### src/rtl/pre_decode_queue_pkg.sv
// Shared definitions for the pre-decode instruction queue: category and state
// encodings, the stored entry layout and the static branch-prediction helpers.
package pre_decode_queue_pkg;

  localparam int DEFAULT_DEPTH = 8;

  localparam logic [1:0] CAT_OTHER = 2'b00;
  localparam logic [1:0] CAT_COND  = 2'b01;
  localparam logic [1:0] CAT_JUMP  = 2'b10;
  localparam logic [1:0] CAT_JIRL  = 2'b11;

  typedef enum logic [1:0] {
    RUN       = 2'd0,
    REDIR     = 2'd1,
    WAIT_JIRL = 2'd2
  } pdq_state_e;

  typedef struct packed {
    logic [31:0] pc;
    logic [31:0] inst;
    logic [1:0]  category;
    logic        pred_taken;
    logic [31:0] pred_target;
  } pdq_entry_t;

  localparam int ENTRY_W = $bits(pdq_entry_t);

  // Static prediction: unconditional jumps taken, conditional branches taken
  // only when backward (negative offset).
  function automatic logic predict_taken(input logic [1:0] cat, input logic [31:0] offset);
    return (cat == CAT_JUMP) || ((cat == CAT_COND) && offset[31]);
  endfunction

  function automatic logic [31:0] predict_target(input logic [31:0] pc,
                                                 input logic [31:0] offset,
                                                 input logic        taken);
    return taken ? (pc + offset) : (pc + 32'd4);
  endfunction

endpackage

### src/rtl/pre_decode_queue_fifo_mem.sv
// Entry storage for the pre-decode queue: one write port, asynchronous read
// at the (registered) read pointer. Contents are intentionally not reset.
module pdq_fifo_mem
  import pre_decode_queue_pkg::*;
#(
  parameter int DEPTH = DEFAULT_DEPTH,
  parameter int PTR_W = $clog2(DEPTH)
) (
  input  logic             clk,
  input  logic             wr_en,
  input  logic [PTR_W-1:0] wr_ptr,
  input  pdq_entry_t       wr_data,
  input  logic [PTR_W-1:0] rd_ptr,
  output pdq_entry_t       rd_data
);

  pdq_entry_t mem [DEPTH];

  always_ff @(posedge clk) begin
    if (wr_en) mem[wr_ptr] <= wr_data;
  end

  assign rd_data = mem[rd_ptr];

endmodule

### src/rtl/pre_decode_queue.sv
// Instruction queue between fetch and decode. Predicts branches at push time,
// emits one-cycle redirects and holds fetch while a JIRL target is unknown.
module pre_decode_queue
  import pre_decode_queue_pkg::*;
#(
  parameter int DEPTH = DEFAULT_DEPTH,
  parameter int PTR_W = $clog2(DEPTH)
) (
  input  logic        clk,
  input  logic        rstn,
  input  logic        flush,
  input  logic        jirl_resolved,
  input  logic        in_valid,
  output logic        in_ready,
  input  logic [31:0] in_pc,
  input  logic [31:0] in_inst,
  input  logic [1:0]  in_category,
  input  logic [31:0] in_pc_offset,
  output logic        out_valid,
  input  logic        out_ready,
  output logic [31:0] out_pc,
  output logic [31:0] out_inst,
  output logic [1:0]  out_category,
  output logic        out_pred_taken,
  output logic [31:0] out_pred_target,
  output logic        redirect_valid,
  output logic [31:0] redirect_pc,
  output logic        fetch_hold,
  output pdq_state_e  dbg_state
);

  // Handshakes: a transfer happens on a rising clk edge when valid and ready
  // are both high; in_ready never depends on in_valid, out_valid never on out_ready.

  localparam logic [PTR_W:0] FULL_COUNT = (PTR_W+1)'(DEPTH);

  pdq_state_e       state, state_next;
  logic [PTR_W-1:0] wr_ptr, rd_ptr;
  logic [PTR_W:0]   count;
  logic             push, pop;
  logic             push_taken;
  logic [31:0]      push_target;
  pdq_entry_t       wr_entry, head;

  assign push        = in_valid && in_ready;
  assign pop         = out_valid && out_ready;
  assign push_taken  = predict_taken(in_category, in_pc_offset);
  assign push_target = predict_target(in_pc, in_pc_offset, push_taken);

  assign wr_entry.pc          = in_pc;
  assign wr_entry.inst        = in_inst;
  assign wr_entry.category    = in_category;
  assign wr_entry.pred_taken  = push_taken;
  assign wr_entry.pred_target = push_target;

  pdq_fifo_mem #(
    .DEPTH (DEPTH),
    .PTR_W (PTR_W)
  ) u_mem (
    .clk     (clk),
    .wr_en   (push),
    .wr_ptr  (wr_ptr),
    .wr_data (wr_entry),
    .rd_ptr  (rd_ptr),
    .rd_data (head)
  );

  // Pointers, occupancy and redirect target; flush clears queue bookkeeping.
  always_ff @(posedge clk or negedge rstn) begin
    if (!rstn) begin
      wr_ptr      <= '0;
      rd_ptr      <= '0;
      count       <= '0;
      redirect_pc <= '0;
    end else if (flush) begin
      wr_ptr <= '0;
      rd_ptr <= '0;
      count  <= '0;
    end else begin
      if (push) wr_ptr <= wr_ptr + PTR_W'(1);
      if (pop)  rd_ptr <= rd_ptr + PTR_W'(1);
      case ({push, pop})
        2'b10:   count <= count + (PTR_W+1)'(1);
        2'b01:   count <= count - (PTR_W+1)'(1);
        default: count <= count;
      endcase
      if (push && push_taken) redirect_pc <= push_target;
    end
  end

  always_ff @(posedge clk or negedge rstn) begin
    if (!rstn) state <= RUN;
    else       state <= state_next;
  end

  always_comb begin
    state_next = state;
    if (flush) begin
      state_next = RUN;
    end else begin
      unique case (state)
        RUN: begin
          if (push && push_taken)                   state_next = REDIR;
          else if (push && in_category == CAT_JIRL) state_next = WAIT_JIRL;
        end
        REDIR:     state_next = RUN;
        WAIT_JIRL: if (jirl_resolved) state_next = RUN;
        default:   state_next = RUN;
      endcase
    end
  end

  // in_ready is gated by rstn so it reads low throughout reset.
  always_comb begin
    in_ready       = 1'b0;
    redirect_valid = 1'b0;
    fetch_hold     = 1'b0;
    unique case (state)
      RUN:       in_ready = rstn && !flush && (count < FULL_COUNT);
      REDIR:     redirect_valid = 1'b1;
      WAIT_JIRL: fetch_hold = 1'b1;
      default:   ;
    endcase
  end

  assign out_valid       = (count != '0);
  assign out_pc          = head.pc;
  assign out_inst        = head.inst;
  assign out_category    = head.category;
  assign out_pred_taken  = head.pred_taken;
  assign out_pred_target = head.pred_target;
  assign dbg_state       = state;

endmodule

### config.mk
export PLATFORM = sky130hd
export DESIGN_NAME = pre_decode_queue
export DESIGN_NICKNAME = d
export VERILOG_FILES = /design/src/rtl/pre_decode_queue_pkg.sv /design/src/rtl/pre_decode_queue_fifo_mem.sv /design/src/rtl/pre_decode_queue.sv
export SDC_FILE = /design/constraint.sdc
export NUM_CORES = 1
export LEC_CHECK = 0
export CORE_ASPECT_RATIO = 1.4
export CORE_MARGIN = 4
export CORE_UTILIZATION = 60
export DETAILED_ROUTE_END_ITERATION = 7
export PLACE_DENSITY = 0.8
export SYNTH_ARGS = -nofsm -noshare
export SYNTH_HDL_FRONTEND = slang
export SYNTH_SLANG_ARGS = --single-unit
### constraint.sdc
create_clock -name clk -period 35.4 [get_ports clk]
set_input_delay 3.54 -clock clk [delete_from_list [all_inputs] [get_ports clk]]
set_output_delay 3.54 -clock clk [all_outputs]
set_load 0.03 [all_outputs]
==> Word-level counts from Yosys, hierarchy flattened <==
Memories as Yosys holds them, arrays and structs flattened.
Index checks and enable logic that the tools add are counted.
{ "op_classes": {"add_sub_neg": 6, "n_lt_le_gt_ge": 1, "n_eq_ne": 9, "muxes": 17, "n_bitwise": 1, "reduce_logical": 16} }
{ "ops": {"columns": ["op", "n"], "rows": [
  ["32-bit by 3-bit adder with 32-bit output, second input constant", 1],
  ["32-bit adder", 1],
  ["32-bit two-way mux", 1],
  ["3-bit two-way mux", 4],
  ["2-bit equality test, second input constant", 4],
  ["2-bit two-way mux", 4],
  ["4-bit one-hot mux with 2 select lines", 1],
  ["1-bit logical AND", 7],
  ["3-bit by 1-bit adder with 3-bit output, second input constant", 2],
  ["2-bit by 1-bit equality test with 1-bit output, second input constant", 3],
  ["1-bit two-way mux", 5],
  ["4-bit by 1-bit adder with 4-bit output, second input constant", 1],
  ["4-bit less-than comparator, second input constant", 1],
  ["4-bit two-way mux", 1],
  ["4-bit inequality test, second input constant", 1],
  ["2-bit one-hot mux with 2 select lines", 1],
  ["2-bit AND reduction", 2],
  ["2-bit nonzero test", 2],
  ["4-bit nonzero test", 1],
  ["4-bit by 1-bit subtractor with 4-bit output, second input constant", 1],
  ["3-bit inequality test, second input constant", 1],
  ["3-bit nonzero test", 1],
  ["2-bit logical NOT", 1],
  ["1-bit logical NOT", 1],
  ["other kinds (2)", 2]
]} }
{ "totals": {"register_bits": 44, "ram_bits": 792, "inputBits": 104, "word_cells": 56, "n_memories": 1} }
{ "mem_list": {"columns": ["name", "depth", "word_bits", "rd", "rd_clocked_by_memory_dff", "write_ports", "line", "text"], "rows": [
  ["u_mem.mem", 8, 99, 1, 0, 1, "pre_decode_queue_fifo_mem.sv:17", "pdq_entry_t mem [DEPTH];"]
]} }

==> Depth between registers and ports, before layout <==
Gate-level depths: netlist of run 1.
{ "logic_depth": {"word_depth": 10, "mapped_depth": 10} }

==> By module <==
A second synthesis of run 1 with hierarchy kept.
{ "unflattened": {"cells_unflattened": 1736, "area_unflattened_um2": 34639.5} }
{ "by_module_without_submodules": {"columns": ["module", "n_inst", "cells_per_inst", "area_per_inst_um2", "seq_area_each_um2"], "rows": [
  ["pdq_fifo_mem", 1, 1157, 30157.7, 23782.8],
  ["pre_decode_queue", 1, 579, 4481.8, 1101.1]
]} }

==> Worst setup path after synthesis of run 1 <==
OpenSTA, ideal clock, no wires.
{ "synth_path": {"path_type": "input to register", "from": "input flush", "to": "memory u_mem.mem[0][0] (netlist name), enable pin", "setup_time_ns": 0.799, "arrival_ns": 13.719, "required_ns": 34.601, "path_slack_ns": 20.881, "path_stages": 4, "path_cell_list": "nor4_1 and2_1 nand2_1 nor4_1"} }
{ "synth_via": {"elab_chain_cells": 7} }
{ "synth_lines": {"columns": ["element", "line", "text"], "rows": [
  ["start, declared", "pre_decode_queue.sv:11", "input logic flush,"],
  ["1-bit logical NOT", "pre_decode_queue.sv:119", "RUN: in_ready = rstn && !flush && (count < FULL_COUNT);"],
  ["1-bit logical AND (2 in series)", "pre_decode_queue.sv:119", null],
  ["1-bit two-way mux", "pre_decode_queue.sv:118", "unique case (state)"],
  ["via in_ready", "pre_decode_queue.sv:14", "output logic in_ready,"],
  ["1-bit logical AND", "pre_decode_queue.sv:45", "assign push = in_valid && in_ready;"],
  ["1-bit two-way mux", "pre_decode_queue_fifo_mem.sv:20", "if (wr_en) mem[wr_ptr] <= wr_data;"],
  ["1-bit two-way mux (implied by the code)", "pre_decode_queue_fifo_mem.sv:20", null],
  ["end, declared", "pre_decode_queue_fifo_mem.sv:17", null]
]} }
The timed path passes the listed nets, and every way through them passes these cells.

==> Worst setup path in the final report of run 1 <==
{ "layout_path": {"from": "input flush", "to": "output in_ready"} }
{ "layout_via": {"elab_chain_cells": 4} }
{ "layout_lines": {"columns": ["element", "line"], "rows": [
  ["1-bit logical NOT", "pre_decode_queue.sv:119"],
  ["1-bit logical AND (2 in series)", "pre_decode_queue.sv:119"],
  ["1-bit two-way mux", "pre_decode_queue.sv:118"],
  ["end, declared", "pre_decode_queue.sv:14"]
]} }
Every way passes these cells.

==> results of run 1 <==
## cell usage after synthesis (3+ instances only)
library cell,count
buf_1,8
dfrtp_1,44
o21ai_1,8
edfxtp_1,792
nor2b_1,5
o211ai_1,4
nor2_1,37
nand3_1,17
nand4_1,11
mux4_2,198
xor2_1,26
mux2_2,106
a21oi_1,34
o31ai_1,5
nand2_1,93
ha_1,36
a21o_1,24
inv_1,12
nand2b_1,3
a31oi_1,10
xnor2_1,34
o21a_1,6
and3_1,10
buf_2,21
a41oi_1,3
clkbuf_1,49
nor3_1,10
mux2i_1,4
o21ai_0,43
## per-stage QoR
stage                     instance area [µm²]  instances  util (%)
after floorplan                         33900       1696         -
after global placement                  37200       2616      66.9
after detailed placement                37200       2616      66.9
after CTS                               39600       2754      71.2
after global routing                    39600       2755      71.3
final                                   39700       2757      71.3
## how the worst max path moves through the flow
stage | to | slack [ns] | depth (start not counted)
after floorplan | u_mem.mem[0][0] | 20.88 | 4
after global placement | in_ready | 26.38 | 4
after detailed placement | in_ready | 26.21 | 4
after CTS | in_ready | 26.20 | 4
after global routing | in_ready | 26.04 | 4
final | in_ready | 26.16 | 4
## power by group
group          internal (mW)  switching, mW
logic                  0.245          0.289
clock network          0.446          0.349
registers               1.12         0.0324
total                   1.81          0.670
## logic make-up (layout without fill, tap and decap cells)
| logic type | count (synthesis) | in the layout | synth area share, % |
|---|---|---|---|
| xor+xnor | 61 | 61 | 1.62 |
| simple gates | 201 | 201 | 2.73 |
| other cells | 0 | 3 | 0 |
| mux | 309 | 309 | 16.8 |
| flops | 836 | 836 | 73.3 |
| compound gates | 160 | 160 | 3.04 |
| buf+inv | 92 | 422 | 1.12 |
| fa+ha+maj | 37 | 37 | 1.39 |
## state kept, by name, summed over array words and instances (netlist names)
name and cells:
count 4, dbg_state 2, rd_ptr 3, redirect_pc 32, u_mem.mem 792, wr_ptr 3
## area by class of cell
class / count / area (µm²)
diodes: 3 / 7.51
multi-input cells: 768 / 8730
fillers: 3387 / 16000
repair buffers: 271 / 2640
flip-flops and latches: 836 / 24900
clock buffers: 100 / 2070
clock inverters: 38 / 342
well taps: 728 / 911
inverters: 13 / 48.8
## layer usage
metal	vias to the layer above	track usage [%]
met5	-	0
met1	9179	34.9
li1	7492	-
met3	142	5.11
met2	711	43.1
met4	4	7.98
## worst max-delay path: cells and delay by family
family	cells	cell delay, ns
buffers and inverters	2	1.34
and+or+nand+nor	2	0.82
==> impl_metrics.toml, run 1 <==
[run_status]
run_status = "complete, no violations"

[critical_path]
critPathLaunch = "flush"
crit_type = "input port to output port"
end_kind = "output port"
rr_worst_depth = 7
slowest_stage = "clkdlybuf4s50_1"
cp-start-kind = "input port"
r2r_start = "dbg_state[1]"
regToRegSetupSlack_ns = 31.21
cp_max_fo = 12
worstPathRequired_ns = 31.86
path_common_cell = "clkdlybuf4s50_1"
cp_cell_sequence = "clkdlybuf4s50_1 -> nor4_1 -> and2_1 -> clkdlybuf4s50_1"
critical-path-max-stage-delay_ns = 0.70
cp.arrival_ns = 5.70
r2r-end = "u_mem.mem[3][98]"

[clock_tree]
cts.repair.resized = 0
cts.path.max_buffers = 3
hold_buffers = 0
cts_tree = "done"
cts.clk_slew.worst_paths_ns = 0.06
cts_made_buffers = 74
cts_setup_buffers = 0
clock_latency_ns = 0.61
root_buffer = "clkbuf_16"
cts_htree_levels = 3
cts.sinks = 836

[timing]
hold_viol_final = 0
rsz0062_at_grt = "no"
layout_setup_ws_ns = 26.16
clock_skew_ns = 0.0138
finalSetupTns_ns = 0
layout_min_cycle_time_ns = 9.24
slew_violations = 0
maxSlewHeadroom_pct = 21.7
max_slew.worst_pin.slew_ns = 1.17
finalSetupViolCount = 0
timing.final.crit_share_pct = 26.1
clock.fmax_mhz = 108
hold_ws_ns = 0.489

[grt]
antenna_found_initial = 5
grt_usage_pct = 25.7
grt_max_degree = 117
grt_pass1_vias = 18197
gr-total-overflow = 0
grt_pass1_wl_um = 116000

[detailed_routing]
top_layer = "met5"
vias_per_cell = 6.36
drt_iter0_drc = 1495
wl_um = 77300
met2_length_um = 39300
firstDrtPassIters = 6
drtAntennaViolNets = 0
m1WireLength_um = 30100
dr_total_vias = 17528
wl_per_cell_um = 28.0
post-route-drc-count = 0
wl_met3_um = 5680

[logic_synthesis]
synth-edff-count = 792
synth_top_cell_by_area = "edfxtp_1"
yosysWarningCount = 0
syn_inst = 1696
synth_fp_nets = 1837
syn-cell-area_mm2 = 0.0339
ys_ff_latch = 836
synthFlopType = "edfxtp_1"
synthDistinctLibCells = 62
synth_top_cell_area_share_pct = 70.1
seq_area_frac_synth_pct = 73.3
synth.avg_cell_area_um2 = 20.0
ys_async_sr_fraction_pct = 5.26
synth.area.top_cells = "edfxtp_1 (70%), mux4_2 (13%), mux2_2 (3.5%)"

[floorplanning]
dieArea_mm2 = 0.0605
core-area_mm2 = 0.0556
die_y_um = 289
initial_core_util_pct = 61.0
io_pins = 241
die_width_um = 209
num_rows = 102

[min_path]
holdPathStages = 2
worstHoldStart = "redirect_pc[21]"
hold_class = "flip-flop to flip-flop"
min_to = "redirect_pc[21]"

[cells_and_area]
drive_gt1_share_pct = 23.5
final_cell_mix = "edfxtp_1 (792), clkdlybuf4s50_1 (239), mux4_2 (198)"
layout.nets = 2105
layout_commonest_cell = "edfxtp_1"
area_growth_pct = 16.8

[placement]
io_buffers = 240
dp_hpwl_um = 45100
dp_slack_ns = 26.21
place_congestion = 0.921

[power]
fin_total_pwr_mw = 2.48
p_leak_nw = 12.8
powerDensity_mw_per_mm2 = 62.5
ir_worst_vdd_mv = 0.0502

[run]
cap_violations = 0
No activity file was read; power rests on OpenSTA's default activity.
==> run 2, diff against run 1 <==
--- a/config.mk
+++ b/config.mk
@@ -7,9 +7,9 @@
 export LEC_CHECK = 0
 export CORE_ASPECT_RATIO = 1.4
 export CORE_MARGIN = 4
-export CORE_UTILIZATION = 60
+export CORE_UTILIZATION = 53
 export DETAILED_ROUTE_END_ITERATION = 7
-export PLACE_DENSITY = 0.8
+export PLACE_DENSITY = 0.75
 export SYNTH_ARGS = -nofsm -noshare
 export SYNTH_HDL_FRONTEND = slang
 export SYNTH_SLANG_ARGS = --single-unit
==> constraint.sdc (replaced) <==
create_clock -name clk -period 8.31 [get_ports clk]
set_input_delay 0.831 -clock clk [delete_from_list [all_inputs] [get_ports clk]]
set_output_delay 0.831 -clock clk [all_outputs]
set_load 0.03 [all_outputs]
==> run 2 against run 1 <==
Against the previous run: sequential power grew to 4.3 times the previous value; worst setup slack got worse by 23 ns; global-route usage fell by 2.7 points; wire length grew 1.7%; largest cell class unchanged; largest power group unchanged; highest routed layer unchanged.
==> impl_metrics.toml, run 2 (synthesized netlist as in run 1, its figures left out) <==
[placement]
dp_slack_ns = 3.52
place_congestion = 0.897
dp_hpwl_um = 47600
io_buffers = 240

[critical_path]
critPathLaunch = "rd_ptr[1]"
rr_worst_depth = 6
r2r-end = "u_mem.mem[1][94]"
cp.arrival_ns = 3.92
r2r_start = "count[3]"
crit_type = "flip-flop to output port"
worst-path-buf-inv = 2
cp.depth = 4
crit_path_end = "out_pred_target[9]"
cp_max_fo = 69
critPathTopFamily = "buffers and inverters"
critical-path-max-stage-delay_ns = 1.13
regToRegSetupSlack_ns = 5.03
cp_cell_sequence = "buf_4 -> mux4_2 -> mux2_2 -> clkdlybuf4s50_1"
worstPathRequired_ns = 7.48
cp-start-kind = "flip-flop"
end_kind = "output port"
slowest_stage = "dfrtp_4"

[floorplanning]
io_pins = 241
die_width_um = 222
initial_core_util_pct = 53.6
core-area_mm2 = 0.0633
num_rows = 109
die_y_um = 307
dieArea_mm2 = 0.0682

[grt]
gr-total-overflow = 0
grt_pass1_vias = 18254
grt_max_degree = 88
antenna_found_initial = 1
grt_usage_pct = 23.0
grt_pass1_wl_um = 117000

[detailed_routing]
vias_per_cell = 6.10
drt_iter0_drc = 1514
drtAntennaViolNets = 0
wl_um = 78600
dr_total_vias = 17465
wl_per_cell_um = 27.5
firstDrtPassIters = 5
post-route-drc-count = 0

[run_status]
run_status = "complete, no violations"

[clock_tree]
cts_setup_buffers = 0
cts.path.max_buffers = 3
cts_made_buffers = 77
clock_latency_ns = 0.62
cts.clk_slew.worst_paths_ns = 0.07
hold_buffers = 0
cts.sinks = 836
root_buffer = "clkbuf_16"
cts.repair.resized = 0
cts_htree_levels = 3
cts_tree = "done"

[cells_and_area]
largest_reg_flops = 792
regArea_mm2 = 0.0249
layout_commonest_cell = "edfxtp_1"
top_register = "u_mem.mem"
multi_input_area_mm2 = 0.00875
fillers = 4346
final_cell_mix = "edfxtp_1 (792), clkdlybuf4s50_1 (239), mux4_2 (198)"
reg.largest.list = "u_mem.mem: 792 flops, redirect_pc: 32 flops, count: 4 flops"
drive_gt1_share_pct = 23.6
layout.nets = 2105
area_growth_pct = 17.6
finalCoreUtilization_pct = 63.1

[power]
powerDensity_mw_per_mm2 = 269
fin_total_pwr_mw = 10.8
ir_worst_vdd_mv = 0.235
p_leak_nw = 12.8

[timing]
layout_min_cycle_time_ns = 4.75
hold_ws_ns = 0.139
layout_setup_ws_ns = 3.56
finalSetupViolCount = 0
rsz0062_at_grt = "no"
max_slew.worst_pin.slew_ns = 1.12
hold_viol_final = 0
maxSlewHeadroom_pct = 25.1
timing.final.crit_share_pct = 57.1
finalSetupTns_ns = 0
slew_violations = 0
clock.fmax_mhz = 211
clock_skew_ns = 0.0231

[run]
cap_violations = 0

[min_path]
hold_class = "input port to async pin"
run 2: final cells by class:
type,count,area share [%]
Clock inverter,41,1.03
Clock buffer,102,5.37
Sequential cell,836,62.4
Tap cell,832,2.61
Inverter,13,0.122
Timing Repair Buffer,268,6.59
Multi-Input combinational cell,768,21.9
Antenna cell,1,0.00627
run 2: how the worst min path moves through the flow:
stage                                from               to  slack (ns)  depth (start not counted)
after floorplan                  count[3]         count[3]        0.52                          2
final                                rstn         count[0]        0.14                          1
after detailed placement  redirect_pc[17]  redirect_pc[17]        0.51                          2
after CTS                            rstn         count[0]        0.10                          1
after global routing                 rstn         count[0]        0.11                          1
after global placement    redirect_pc[13]  redirect_pc[13]        0.53                          2
run 2: power by group:
group	leakage [nW]	switching (mW)	internal [mW]	total [mW]
sequential	7.69	0.177	4.77	4.94
clock	1.25	1.51	2.04	3.55
combinational	3.90	1.21	1.04	2.26
total	12.8	2.90	7.85	10.8
run 2: per-layer routing:
metal,up-vias,track usage (%),share of wire [%]
met3,124,4.91,6.8
met5,-,0,0.013
met1,9192,30.1,39
met2,672,39.0,51
met4,2,7.69,3.1
li1,7475,-,-
run 2: stage by stage:
step	area, µm²	cells
detailed placement	37400	2717
global placement	37400	2717
finish	39900	2861
floorplan	34000	1696
CTS	39900	2860
global route	39900	2860
==> run 3, diff against run 2 <==
==> constraint.sdc (replaced) <==
create_clock -name clk -period 3.9 [get_ports clk]
set_input_delay 0.39 -clock clk [delete_from_list [all_inputs] [get_ports clk]]
set_output_delay 0.39 -clock clk [all_outputs]
set_load 0.03 [all_outputs]
==> run 3 against run 2 <==
Against the previous run: sequential share of layout area down 1.1 points; register-to-register slack got worse by 3.6 ns; cell count rose by 2.1%; count of clock-buffer cells in the layout down 1; design area increased by 1.9%; total power up 110%; sequential power increased by 110%; first-iteration DRC count decreased by 0.86%; critical endpoint is now out_pc[0]; highest routed layer is now met4.
==> impl_metrics.toml, run 3 (synthesized netlist as in run 1, its figures left out) <==
[cells_and_area]
layout.nets = 2171
layout_commonest_cell = "edfxtp_1"
final_cell_mix = "edfxtp_1 (792), clkdlybuf4s50_1 (239), mux4_2 (198)"
drive_gt1_share_pct = 25.9
reg.largest.list = "u_mem.mem: 792 flops, redirect_pc: 32 flops, count: 4 flops"
regArea_mm2 = 0.0249
top_register = "u_mem.mem"
multi_input_area_mm2 = 0.00880
area_growth_pct = 19.8
finalCoreUtilization_pct = 64.3
largest_reg_flops = 792
fillers = 4296
fin_area_mm2 = 0.0407

[critical_path]
cp_max_fo = 24
critPathTopFamily = "buffers and inverters"
worstPathRequired_ns = 3.51
cp-start-kind = "flip-flop"
worst-path-buf-inv = 3
end_kind = "output port"
cp_cell_sequence = "buf_12 -> buf_12 -> mux4_2 -> mux2_2 -> clkdlybuf4s50_1"
path_common_cell = "buf_12"
critical-path-max-stage-delay_ns = 0.63
slowest_stage = "dfrtp_4"
crit_type = "flip-flop to output port"
cp.depth = 5
rr_worst_depth = 8
cp.arrival_ns = 3.22

[timing]
clock_skew_ns = 0.0208
layout_setup_ws_ns = 0.294
rsz0062_at_grt = "no"
hold_ws_ns = 0.270
finalSetupTns_ns = 0
clock.fmax_mhz = 277
finalSetupViolCount = 0
maxSlewHeadroom_pct = 19.6
hold_viol_final = 0
slew_violations = 0
layout_min_cycle_time_ns = 3.61
max_slew.worst_pin.slew_ns = 1.19
timing.final.crit_share_pct = 92.4

[floorplanning]
die_width_um = 222
num_rows = 109
initial_core_util_pct = 53.6
dieArea_mm2 = 0.0682
core-area_mm2 = 0.0633
io_pins = 241
die_y_um = 307

[detailed_routing]
drtAntennaViolNets = 0
dr_total_vias = 17704
firstDrtPassIters = 5
post-route-drc-count = 0
wl_um = 81900
wl_per_cell_um = 28.0
vias_per_cell = 6.06
drt_iter0_drc = 1501

[placement]
placed_cell_area_mm2 = 0.0382
io_buffers = 240
place_congestion = 0.889
dp_hpwl_um = 51100
dp_slack_ns = -0.0936

[run]
cap_violations = 0

[clock_tree]
cts_tree = "done"
cts_made_buffers = 76
cts.sinks = 836
cts.clk_slew.worst_paths_ns = 0.06
cts_htree_levels = 3
cts_setup_buffers = 0
root_buffer = "clkbuf_16"
clock_latency_ns = 0.60
cts.path.max_buffers = 3

[grt]
grt_pass1_wl_um = 123000
grt_max_degree = 78
gr-total-overflow = 0
grt_pass1_vias = 18800
grt_usage_pct = 24.2
antenna_found_initial = 3

[power]
ir_worst_vdd_mv = 0.511
powerDensity_mw_per_mm2 = 563
p_leak_nw = 13.2

[run_status]
run_status = "complete, no violations"

[min_path]
hold_class = "input port to async pin"
[run 3: changes by cell type in the layout (fill, tap and decap cells not counted), sizes merged]
| cell | delta |
|---|---|
| buf | +66 |
| clkbuf | -1 |
| clkinv | -3 |
| diode | +2 |
| dlygate4sd3 | +1 |
| inv | -4 |
[run 3: metrics by stage]
step | power, mW | cells
after detailed placement | 15.8 | 2783
final | 22.9 | 2922
after floorplan | 13.7 | 1696
after global routing | 23.8 | 2920
after global placement | 15.7 | 2783
after CTS | 23.1 | 2919
[run 3: final timing paths]
| check | startpoint | to | slack, ns |
|---|---|---|---|
| max | rd_ptr[0] | out_pc[0] | 0.29 |
| min | rstn | redirect_pc[1] | 0.27 |
| min in group clk | redirect_pc[21] | redirect_pc[21] | 0.48 |
| max reg2reg | count[1] | count[3] | 1.46 |
| min reg2reg | redirect_pc[21] | redirect_pc[21] | 0.48 |
| max in group asynchronous | rstn | rd_ptr[0] | 2.69 |
[run 3: what timing repair did]
action                    in CTS  in global routing
hold endpoints to repair       4                  0
hold buffers                   1                  0
gates resized for setup        0                  0
[run 3: cell type report]
class,instances,share of cell area (%)
Antenna cell,3,0.0185
Clock buffer,101,5.13
Clock inverter,34,0.871
Inverter,13,0.120
Multi-Input combinational cell,768,21.6
Sequential cell,836,61.2
Tap cell,832,2.56
Timing Repair Buffer,335,8.45
[run 3: power by group]
group,internal [mW],switching [mW]
Sequential,10.2,0.248
Combinational,2.37,2.79
Clock,4.23,3.11
[run 3: routing by layer]
metal / wire (µm) / GRT usage [%] / up-vias
met5: 0 / 0 / -
met4: 3500 / 10.0 / 0
met3: 4960 / 4.23 / 142
met2: 41900 / 41.2 / 647
met1: 31500 / 31.3 / 9295
li1: - / - / 7620
